File: src/rtl/fabric_pkg.sv
// Shared types and defaults for the fabric arbiter slice.
package fabric_pkg;

    typedef enum logic [1:0] {
        ArbIdle = 2'd0,
        ArbReq  = 2'd1,
        ArbRsp  = 2'd2,
        ArbErr  = 2'd3
    } arb_state_e;

    localparam int unsigned FABRIC_ADDR_W = 32;
    localparam int unsigned FABRIC_DATA_W = 32;

    // Index width that never collapses to zero bits for a single entry.
    function automatic int unsigned clog2_min1(input int unsigned n);
        return (n > 1) ? $clog2(n) : 1;
    endfunction

endpackage

File: src/rtl/fabric_arbiter_if.sv
// N-lane request/response bundle; read data and error are shared across lanes.
interface fabric_arbiter_if import fabric_pkg::*; #(
    parameter int unsigned N      = 1,
    parameter int unsigned ADDR_W = FABRIC_ADDR_W,
    parameter int unsigned DATA_W = FABRIC_DATA_W
);

    logic [N-1:0]             req_valid;
    logic [N-1:0]             req_ready;
    logic [N-1:0][ADDR_W-1:0] req_addr;
    logic [N-1:0]             req_write;
    logic [N-1:0][DATA_W-1:0] req_wdata;
    logic [N-1:0]             rsp_valid;
    logic [N-1:0]             rsp_ready;
    logic [DATA_W-1:0]        rsp_rdata;
    logic                     rsp_err;

    modport master (
        output req_valid, req_addr, req_write, req_wdata, rsp_ready,
        input  req_ready, rsp_valid, rsp_rdata, rsp_err
    );

    modport slave (
        input  req_valid, req_addr, req_write, req_wdata, rsp_ready,
        output req_ready, rsp_valid, rsp_rdata, rsp_err
    );

endinterface

File: src/rtl/fabric_rr_pick.sv
// Rotate-priority picker: first set request at or after ptr, wrapping upward.
module fabric_rr_pick import fabric_pkg::*; #(
    parameter int unsigned N     = 2,
    parameter int unsigned IDX_W = clog2_min1(N)
) (
    input  logic [N-1:0]     req,
    input  logic [IDX_W-1:0] ptr,
    output logic             any,
    output logic [IDX_W-1:0] idx
);

    logic [IDX_W-1:0] cand;

    always_comb begin
        any  = 1'b0;
        idx  = '0;
        cand = '0;
        for (int unsigned i = 0; i < N; i++) begin
            cand = IDX_W'((32'(ptr) + i) % N);
            if (!any && req[cand]) begin
                any = 1'b1;
                idx = cand;
            end
        end
    end

endmodule

File: src/rtl/fabric_arbiter.sv
// Round-robin arbiter sharing one fabric port among M masters, one transaction
// in flight, with a response watchdog that answers a hung slave locally.
module fabric_arbiter import fabric_pkg::*; #(
    parameter int unsigned M       = 2,
    parameter int unsigned ADDR_W  = FABRIC_ADDR_W,
    parameter int unsigned DATA_W  = FABRIC_DATA_W,
    parameter int unsigned TIMEOUT = 255,
    parameter int unsigned CNT_W   = clog2_min1(TIMEOUT + 1),
    localparam int unsigned IDX_W  = clog2_min1(M)
) (
    input  logic             clk,
    input  logic             rst_n,
    fabric_arbiter_if.slave  m,
    fabric_arbiter_if.master s,
    output logic [IDX_W-1:0] grant_idx,
    output logic             busy,
    output logic             timeout_pulse
);

    localparam logic [1:0] StIdle = ArbIdle;
    localparam logic [1:0] StReq  = ArbReq;
    localparam logic [1:0] StRsp  = ArbRsp;
    localparam logic [1:0] StErr  = ArbErr;

    logic [1:0]       state_q, state_d;
    logic [IDX_W-1:0] grant_q, grant_d;
    logic [IDX_W-1:0] ptr_q, ptr_d, ptr_next;
    logic [CNT_W-1:0] cnt_q, cnt_d, cnt_inc;
    logic             pick_any;
    logic [IDX_W-1:0] pick_idx;
    logic             req_hs;
    logic             fire;

    fabric_rr_pick #(
        .N     (M),
        .IDX_W (IDX_W)
    ) u_pick (
        .req (m.req_valid),
        .ptr (ptr_q),
        .any (pick_any),
        .idx (pick_idx)
    );

    assign ptr_next = (grant_q == IDX_W'(M - 1)) ? '0 : grant_q + IDX_W'(1);
    assign cnt_inc  = cnt_q + CNT_W'(1);
    assign req_hs   = m.req_valid[grant_q] && s.req_ready[0];

    // A response arriving on the deadline cycle wins over the watchdog.
    assign fire = (TIMEOUT != 0) && (state_q == StRsp) && !s.rsp_valid[0] &&
                  (cnt_inc == CNT_W'(TIMEOUT));

    always_comb begin
        state_d = state_q;
        grant_d = grant_q;
        ptr_d   = ptr_q;
        cnt_d   = cnt_q;
        case (state_q)
            StIdle: begin
                if (pick_any) begin
                    grant_d = pick_idx;
                    state_d = StReq;
                end
            end
            StReq: begin
                if (req_hs) begin
                    cnt_d   = '0;
                    state_d = StRsp;
                end
            end
            StRsp: begin
                if (s.rsp_valid[0]) begin
                    if (m.rsp_ready[grant_q]) begin
                        ptr_d   = ptr_next;
                        state_d = StIdle;
                    end
                end else if (fire) begin
                    state_d = StErr;
                end else begin
                    cnt_d = cnt_inc;
                end
            end
            StErr: begin
                if (m.rsp_ready[grant_q]) begin
                    ptr_d   = ptr_next;
                    state_d = StIdle;
                end
            end
            default: state_d = StIdle;
        endcase
    end

    always_comb begin
        m.req_ready  = '0;
        m.rsp_valid  = '0;
        m.rsp_rdata  = '0;
        m.rsp_err    = 1'b0;
        s.req_valid  = '0;
        s.req_addr   = '0;
        s.req_write  = '0;
        s.req_wdata  = '0;
        s.rsp_ready  = '0;
        case (state_q)
            // Idle swallows any stale response left over from a reset or timeout.
            StIdle: s.rsp_ready = '1;
            StReq: begin
                s.req_valid[0]       = m.req_valid[grant_q];
                s.req_addr[0]        = m.req_addr[grant_q];
                s.req_write[0]       = m.req_write[grant_q];
                s.req_wdata[0]       = m.req_wdata[grant_q];
                m.req_ready[grant_q] = s.req_ready[0];
            end
            StRsp: begin
                m.rsp_valid[grant_q] = s.rsp_valid[0];
                m.rsp_rdata          = s.rsp_rdata;
                m.rsp_err            = s.rsp_err;
                s.rsp_ready[0]       = m.rsp_ready[grant_q];
            end
            StErr: begin
                m.rsp_valid[grant_q] = 1'b1;
                m.rsp_err            = 1'b1;
            end
            default: ;
        endcase
    end

    always_ff @(posedge clk) begin
        if (!rst_n) begin
            state_q <= StIdle;
            grant_q <= '0;
            ptr_q   <= '0;
            cnt_q   <= '0;
        end else begin
            state_q <= state_d;
            grant_q <= grant_d;
            ptr_q   <= ptr_d;
            cnt_q   <= cnt_d;
        end
    end

    assign grant_idx     = grant_q;
    assign busy          = (state_q != StIdle);
    assign timeout_pulse = fire;

endmodule

File: src/flat_wrapper.sv
// flat-port wrapper written by rule: the top's interface ports become plain ports
module fabric_arbiter_flat import fabric_pkg::*;
#(
    parameter int unsigned M       = 2,
    parameter int unsigned ADDR_W  = FABRIC_ADDR_W,
    parameter int unsigned DATA_W  = FABRIC_DATA_W,
    parameter int unsigned TIMEOUT = 255,
    parameter int unsigned CNT_W   = clog2_min1(TIMEOUT + 1),
    localparam int unsigned IDX_W  = clog2_min1(M)
)
  (clk, rst_n, grant_idx, busy, timeout_pulse, m_req_valid, m_req_addr, m_req_write, m_req_wdata, m_rsp_ready, m_req_ready, m_rsp_valid, m_rsp_rdata, m_rsp_err, s_req_valid, s_req_addr, s_req_write, s_req_wdata, s_rsp_ready, s_req_ready, s_rsp_valid, s_rsp_rdata, s_rsp_err);
  fabric_arbiter_if #(.N(M), .ADDR_W(ADDR_W), .DATA_W(DATA_W)) m_i ();
  fabric_arbiter_if #(.N(1), .ADDR_W(ADDR_W), .DATA_W(DATA_W)) s_i ();
  input  logic clk;
  input  logic rst_n;
  output logic [IDX_W-1:0] grant_idx;
  output logic busy;
  output logic timeout_pulse;
  input wire logic [$bits(m_i.req_valid)-1:0] m_req_valid;
  input wire logic [$bits(m_i.req_addr)-1:0] m_req_addr;
  input wire logic [$bits(m_i.req_write)-1:0] m_req_write;
  input wire logic [$bits(m_i.req_wdata)-1:0] m_req_wdata;
  input wire logic [$bits(m_i.rsp_ready)-1:0] m_rsp_ready;
  output wire logic [$bits(m_i.req_ready)-1:0] m_req_ready;
  output wire logic [$bits(m_i.rsp_valid)-1:0] m_rsp_valid;
  output wire logic [$bits(m_i.rsp_rdata)-1:0] m_rsp_rdata;
  output wire logic [$bits(m_i.rsp_err)-1:0] m_rsp_err;
  output wire logic [$bits(s_i.req_valid)-1:0] s_req_valid;
  output wire logic [$bits(s_i.req_addr)-1:0] s_req_addr;
  output wire logic [$bits(s_i.req_write)-1:0] s_req_write;
  output wire logic [$bits(s_i.req_wdata)-1:0] s_req_wdata;
  output wire logic [$bits(s_i.rsp_ready)-1:0] s_rsp_ready;
  input wire logic [$bits(s_i.req_ready)-1:0] s_req_ready;
  input wire logic [$bits(s_i.rsp_valid)-1:0] s_rsp_valid;
  input wire logic [$bits(s_i.rsp_rdata)-1:0] s_rsp_rdata;
  input wire logic [$bits(s_i.rsp_err)-1:0] s_rsp_err;
  assign m_i.req_valid = m_req_valid;
  assign m_i.req_addr = m_req_addr;
  assign m_i.req_write = m_req_write;
  assign m_i.req_wdata = m_req_wdata;
  assign m_i.rsp_ready = m_rsp_ready;
  assign m_req_ready = m_i.req_ready;
  assign m_rsp_valid = m_i.rsp_valid;
  assign m_rsp_rdata = m_i.rsp_rdata;
  assign m_rsp_err = m_i.rsp_err;
  assign s_req_valid = s_i.req_valid;
  assign s_req_addr = s_i.req_addr;
  assign s_req_write = s_i.req_write;
  assign s_req_wdata = s_i.req_wdata;
  assign s_rsp_ready = s_i.rsp_ready;
  assign s_i.req_ready = s_req_ready;
  assign s_i.rsp_valid = s_rsp_valid;
  assign s_i.rsp_rdata = s_rsp_rdata;
  assign s_i.rsp_err = s_rsp_err;
  fabric_arbiter #(.M(M), .ADDR_W(ADDR_W), .DATA_W(DATA_W), .TIMEOUT(TIMEOUT), .CNT_W(CNT_W)) u_core (.clk(clk), .rst_n(rst_n), .m(m_i), .s(s_i), .grant_idx(grant_idx), .busy(busy), .timeout_pulse(timeout_pulse));
endmodule
File: config.mk
export PLATFORM = sky130hd
export DESIGN_NAME = fabric_arbiter_flat
export DESIGN_NICKNAME = d
export VERILOG_FILES = /design/src/rtl/fabric_pkg.sv /design/src/rtl/fabric_arbiter_if.sv /design/src/rtl/fabric_rr_pick.sv /design/src/rtl/fabric_arbiter.sv /design/src/flat_wrapper.sv
export SDC_FILE = /design/constraint.sdc
export NUM_CORES = 1
export LEC_CHECK = 0
export CAP_MARGIN = 5
export CORE_AREA = 10 10 99 101
export CTS_BUF_LIST = sky130_fd_sc_hd__clkbuf_4 sky130_fd_sc_hd__clkbuf_8
export DETAILED_ROUTE_END_ITERATION = 8
export DIE_AREA = 0 0 109 111
export DONT_BUFFER_PORTS = 1
export PLACE_DENSITY = 0.44
export SLEW_MARGIN = 20
export SYNTH_ARGS = -nofsm -noshare
export SYNTH_HDL_FRONTEND = slang
export SYNTH_SLANG_ARGS = --single-unit
export TNS_END_PERCENT = 5
File: constraint.sdc
create_clock -name clk -period 2.2 [get_ports clk]
set_input_delay 0.44 -clock clk [delete_from_list [all_inputs] [get_ports clk]]
set_output_delay 0.44 -clock clk [all_outputs]
set_load 0.005 [all_outputs]
==> metrics.md <==
| Metric | Value |
|---|---|
| Die Area | about 0.012 mm2 |
| Grt total ovfl | 0 |
| Share of synthesized flip-flops with an asynchronous set or reset | 0% |
| Setup repair after global routing missed its margin | false |
| Netlist area before placement | ~0.002 mm2 |
| Number of H-tree levels | 1 |
| Crit Path Category | flop to output pin |
| Final TNS setup | 0 ns |
| Port Buffer Count | 0 |
| Outcome | finished clean |
| Root buffer cell | sky130_fd_sc_hd__clkbuf_8 |
| Estimated wirelength of the detail-placed design | around 8.6 mm |
| Largest buffer count on any clock path | 2 |
| Via density per instance | 5.31 |
| Main combinational cell family by area after synthesis | simple AND/OR/NAND/NOR gates |
| Average wire per cell in the routed design | 25.2 um |
| Sequential-to-total area share from yosys stat | 11.7% |
| Compound-cell area share of the yosys netlist | between 10% and 20% |
| Synth unique cells | 42 |
| Number of max-cap violations | 0 |
| FILL cells | approximately 870 |
| Skew final | about 0.0033 ns |
| Total nets after synthesis | 466 |
| Syn Inst Count | 293 |
| Area of the multi-input gates | 0.00172 mm2 |
| Detailed-route wire length | between 9 and 10 mm |
| Relative slew slack | 67.1% |
| Top cell type by total area after synthesis | sky130_fd_sc_hd__mux2i_1 |
| Share of cells above drive strength 1 | 8.21% |
| Vias after detailed routing | 2045 |
| Clock-pin transition on the worst setup and hold timing paths | 0.06 ns |
| Worst Path Required | 1.76 ns |
| Mux contribution to synthesized area | 33.6% |
| Count of final max-slew check failures | 0 |
| # clock sinks | 12 |
| Final number of hold-violating endpoints | 0 |
| Most frequent cell after synthesis | sky130_fd_sc_hd__nor2_1 |
| Post-route worst hold slack | 0.316 ns |
| Core footprint | between 0.007 and 0.008 mm2 |
| Pwr dens | 466 mW/mm2 |
| Ports placed on the boundary | 278 |
| Leading cell types by total area after synthesis | sky130_fd_sc_hd__mux2i_1 34%, sky130_fd_sc_hd__nor2_1 14%, sky130_fd_sc_hd__dfxtp_1 12% |
| Total track usage | 14.8% |
| RePlAce Congestion | 0.825 |
| Hold-fix buffer count after cts | 0 |
| Starting utilization of the core area | 25.8% |
| CP startpoint kind | flop |
| Post-synth EDFFs | 0 |
| Simple-gate area share of the yosys netlist | 36.0% |
| Pin count of the biggest net entering global routing | 48 |
| Upper clock frequency limit | 0.480 GHz |
| Register bit total from synthesis | 12 |
| Number of placement rows | 33 |
| Clock tree from TritonCTS | yes |
| Most common flop cell mapped by yosys | sky130_fd_sc_hd__dfxtp_1 |
| Layout Nets | between 400 and 500 |
| Sequential standard cell area | 244 um2 |
| Post-layout minimum cycle time | 2.08 ns |
| Layout-stage area growth over the synthesis result | 8.51% |
| Num CTS Buffers | 3 |
| Horizontal die dimension | 109 um |
| Power consumption | approximately 0.0010 W |
| Warning count from the yosys run | 0 |
| Clock latency reported for the late side of the worst-skew pair | 0.25 ns |
| Share of the clock period used by the worst path after layout | 94.7% |
| Number of diodes | 0 |
| Number of detailed-routing iterations run before antenna repair | 5 |
| Wire length of the first global-routing pass | 14.2 mm |
| DRC violation count after routing | 0 |
| Synthesized-area fraction occupied by adder cells | 1.22% |
| Final antenna-violating net count | 0 |
| P_leak | about 0.76 nW |
| Largest vdd supply drop | 0.000182 V |
| Die extent in y | 111 um |
| Vias in the first global route | 2239 |
| Total of endpoints with negative setup slack in the final report | 0 |
| Initial antenna violation count | 0 |
| Critical path capture point type | output pin |
| Maximum fanout along the worst path | 8 |
| Worst Tran Pin Value | 0.491 ns |
| Fraction of synthesized cell area taken by the top area cell type | 33.6% |
| Post-synth top cells | 76 x sky130_fd_sc_hd__nor2_1, 69 x sky130_fd_sc_hd__mux2i_1, 34 x sky130_fd_sc_hd__and2_1 |
| Classification of the worst-slack hold path | input pin to flop |
| Arrival @ worst endpoint | approximately 1.6 ns |
| Mean instance size in the synthesized netlist | 7.02 um2 |
| 1st-iter DRT viols | 64 |
| Area share of xor/xnor cells in the synthesized design | 0.851% |
-- routing by layer --
layer  GRT usage, %  vias up  share of wire (%)
met5              0        -                  0
met4           5.01        0                2.3
met3           5.29       12                9.0
met2           26.7      109                 55
met1           15.0      948                 34
li1               -      976                  -
-- critical path: stages, from the launching register on --
cell                       delay (ns)
sky130_fd_sc_hd__dfxtp_1         0.39
sky130_fd_sc_hd__ha_2            0.24
sky130_fd_sc_hd__and4_1          0.24
sky130_fd_sc_hd__and3b_2         0.25
sky130_fd_sc_hd__o211ai_4        0.13
sky130_fd_sc_hd__nor2_2          0.15
-- power breakdown --
part           switching [W]  internal, W  leakage, nW
clock network      0.0000875     0.000158       0.0288
registers          0.0000217     0.000230       0.0981
logic               0.000334     0.000210        0.630
total               0.000443     0.000599        0.756
-- final cells by class --
cell class	count	share of cell area [%]
clock buffers	4	2.46
repair buffers	7	3.47
flip-flops and latches	12	10.9
multi-input cells	255	76.9
inverters	2	0.336
well taps	105	5.88
-- cell usage in the layout, fill, tap and decap left out, drive strengths merged, types with 3 or more instances in the layout --
cell type	n
a21oi	3
and2	34
buf	7
clkbuf	4
dfxtp	12
mux2i	69
nand2	15
nand2b	4
nand3	5
nand4	3
nor2	76
nor2b	4
o211ai	4
o21ai	7
-- cell families (layout without fill, tap and decap cells) --
| logic type | count (synthesis) | count (layout) |
|---|---|---|
| AOI/OAI and AO/OA | 29 | 29 |
| xor gates and xnor gates | 2 | 2 |
| adders and majority gates | 2 | 2 |
| buffers and inverters | 26 | 13 |
| DFF | 12 | 12 |
| muxes | 69 | 69 |
| and+or+nand+nor | 153 | 153 |
-- state kept, by name (all words and copies together), names as in the netlist --
name              count
u_core.cnt_q          8
u_core.state_q        2
u_core.grant_idx      1
u_core.ptr_q          1
-- final timing paths --
check,depth (start not counted),start,slack (ns),endpoint
setup / recovery,5,u_core.cnt_q[0],0.12,timeout_pulse
hold reg to reg,2,u_core.cnt_q[1],0.51,u_core.cnt_q[1]
hold / removal,1,rst_n,0.32,u_core.ptr_q
setup reg to reg,6,u_core.cnt_q[0],0.38,u_core.cnt_q[6]
-- stage by stage --
| step | util (%) | cell area (um2) | setup slack, ns | cells |
|---|---|---|---|---|
| 6_report | 28.0 | 2230 | 0.117 | 385 |
| 5_1_grt | 28.0 | 2230 | 0.0284 | 385 |
| 4_1_cts | 28.0 | 2230 | 0.0384 | 385 |
| 3_5_place_dp | 27.1 | 2160 | 0.242 | 381 |
| 3_3_place_gp | 27.1 | 2160 | 0.284 | 381 |
| 2_1_floorplan | - | 2060 | 0.430 | 293 |
-- timing repair --
action                                  CTS  global route
endpoints found under the setup margin    1             1
resized for setup                         2             2
setup buffers                             0             0
Power figures use the tool's default switching activity.
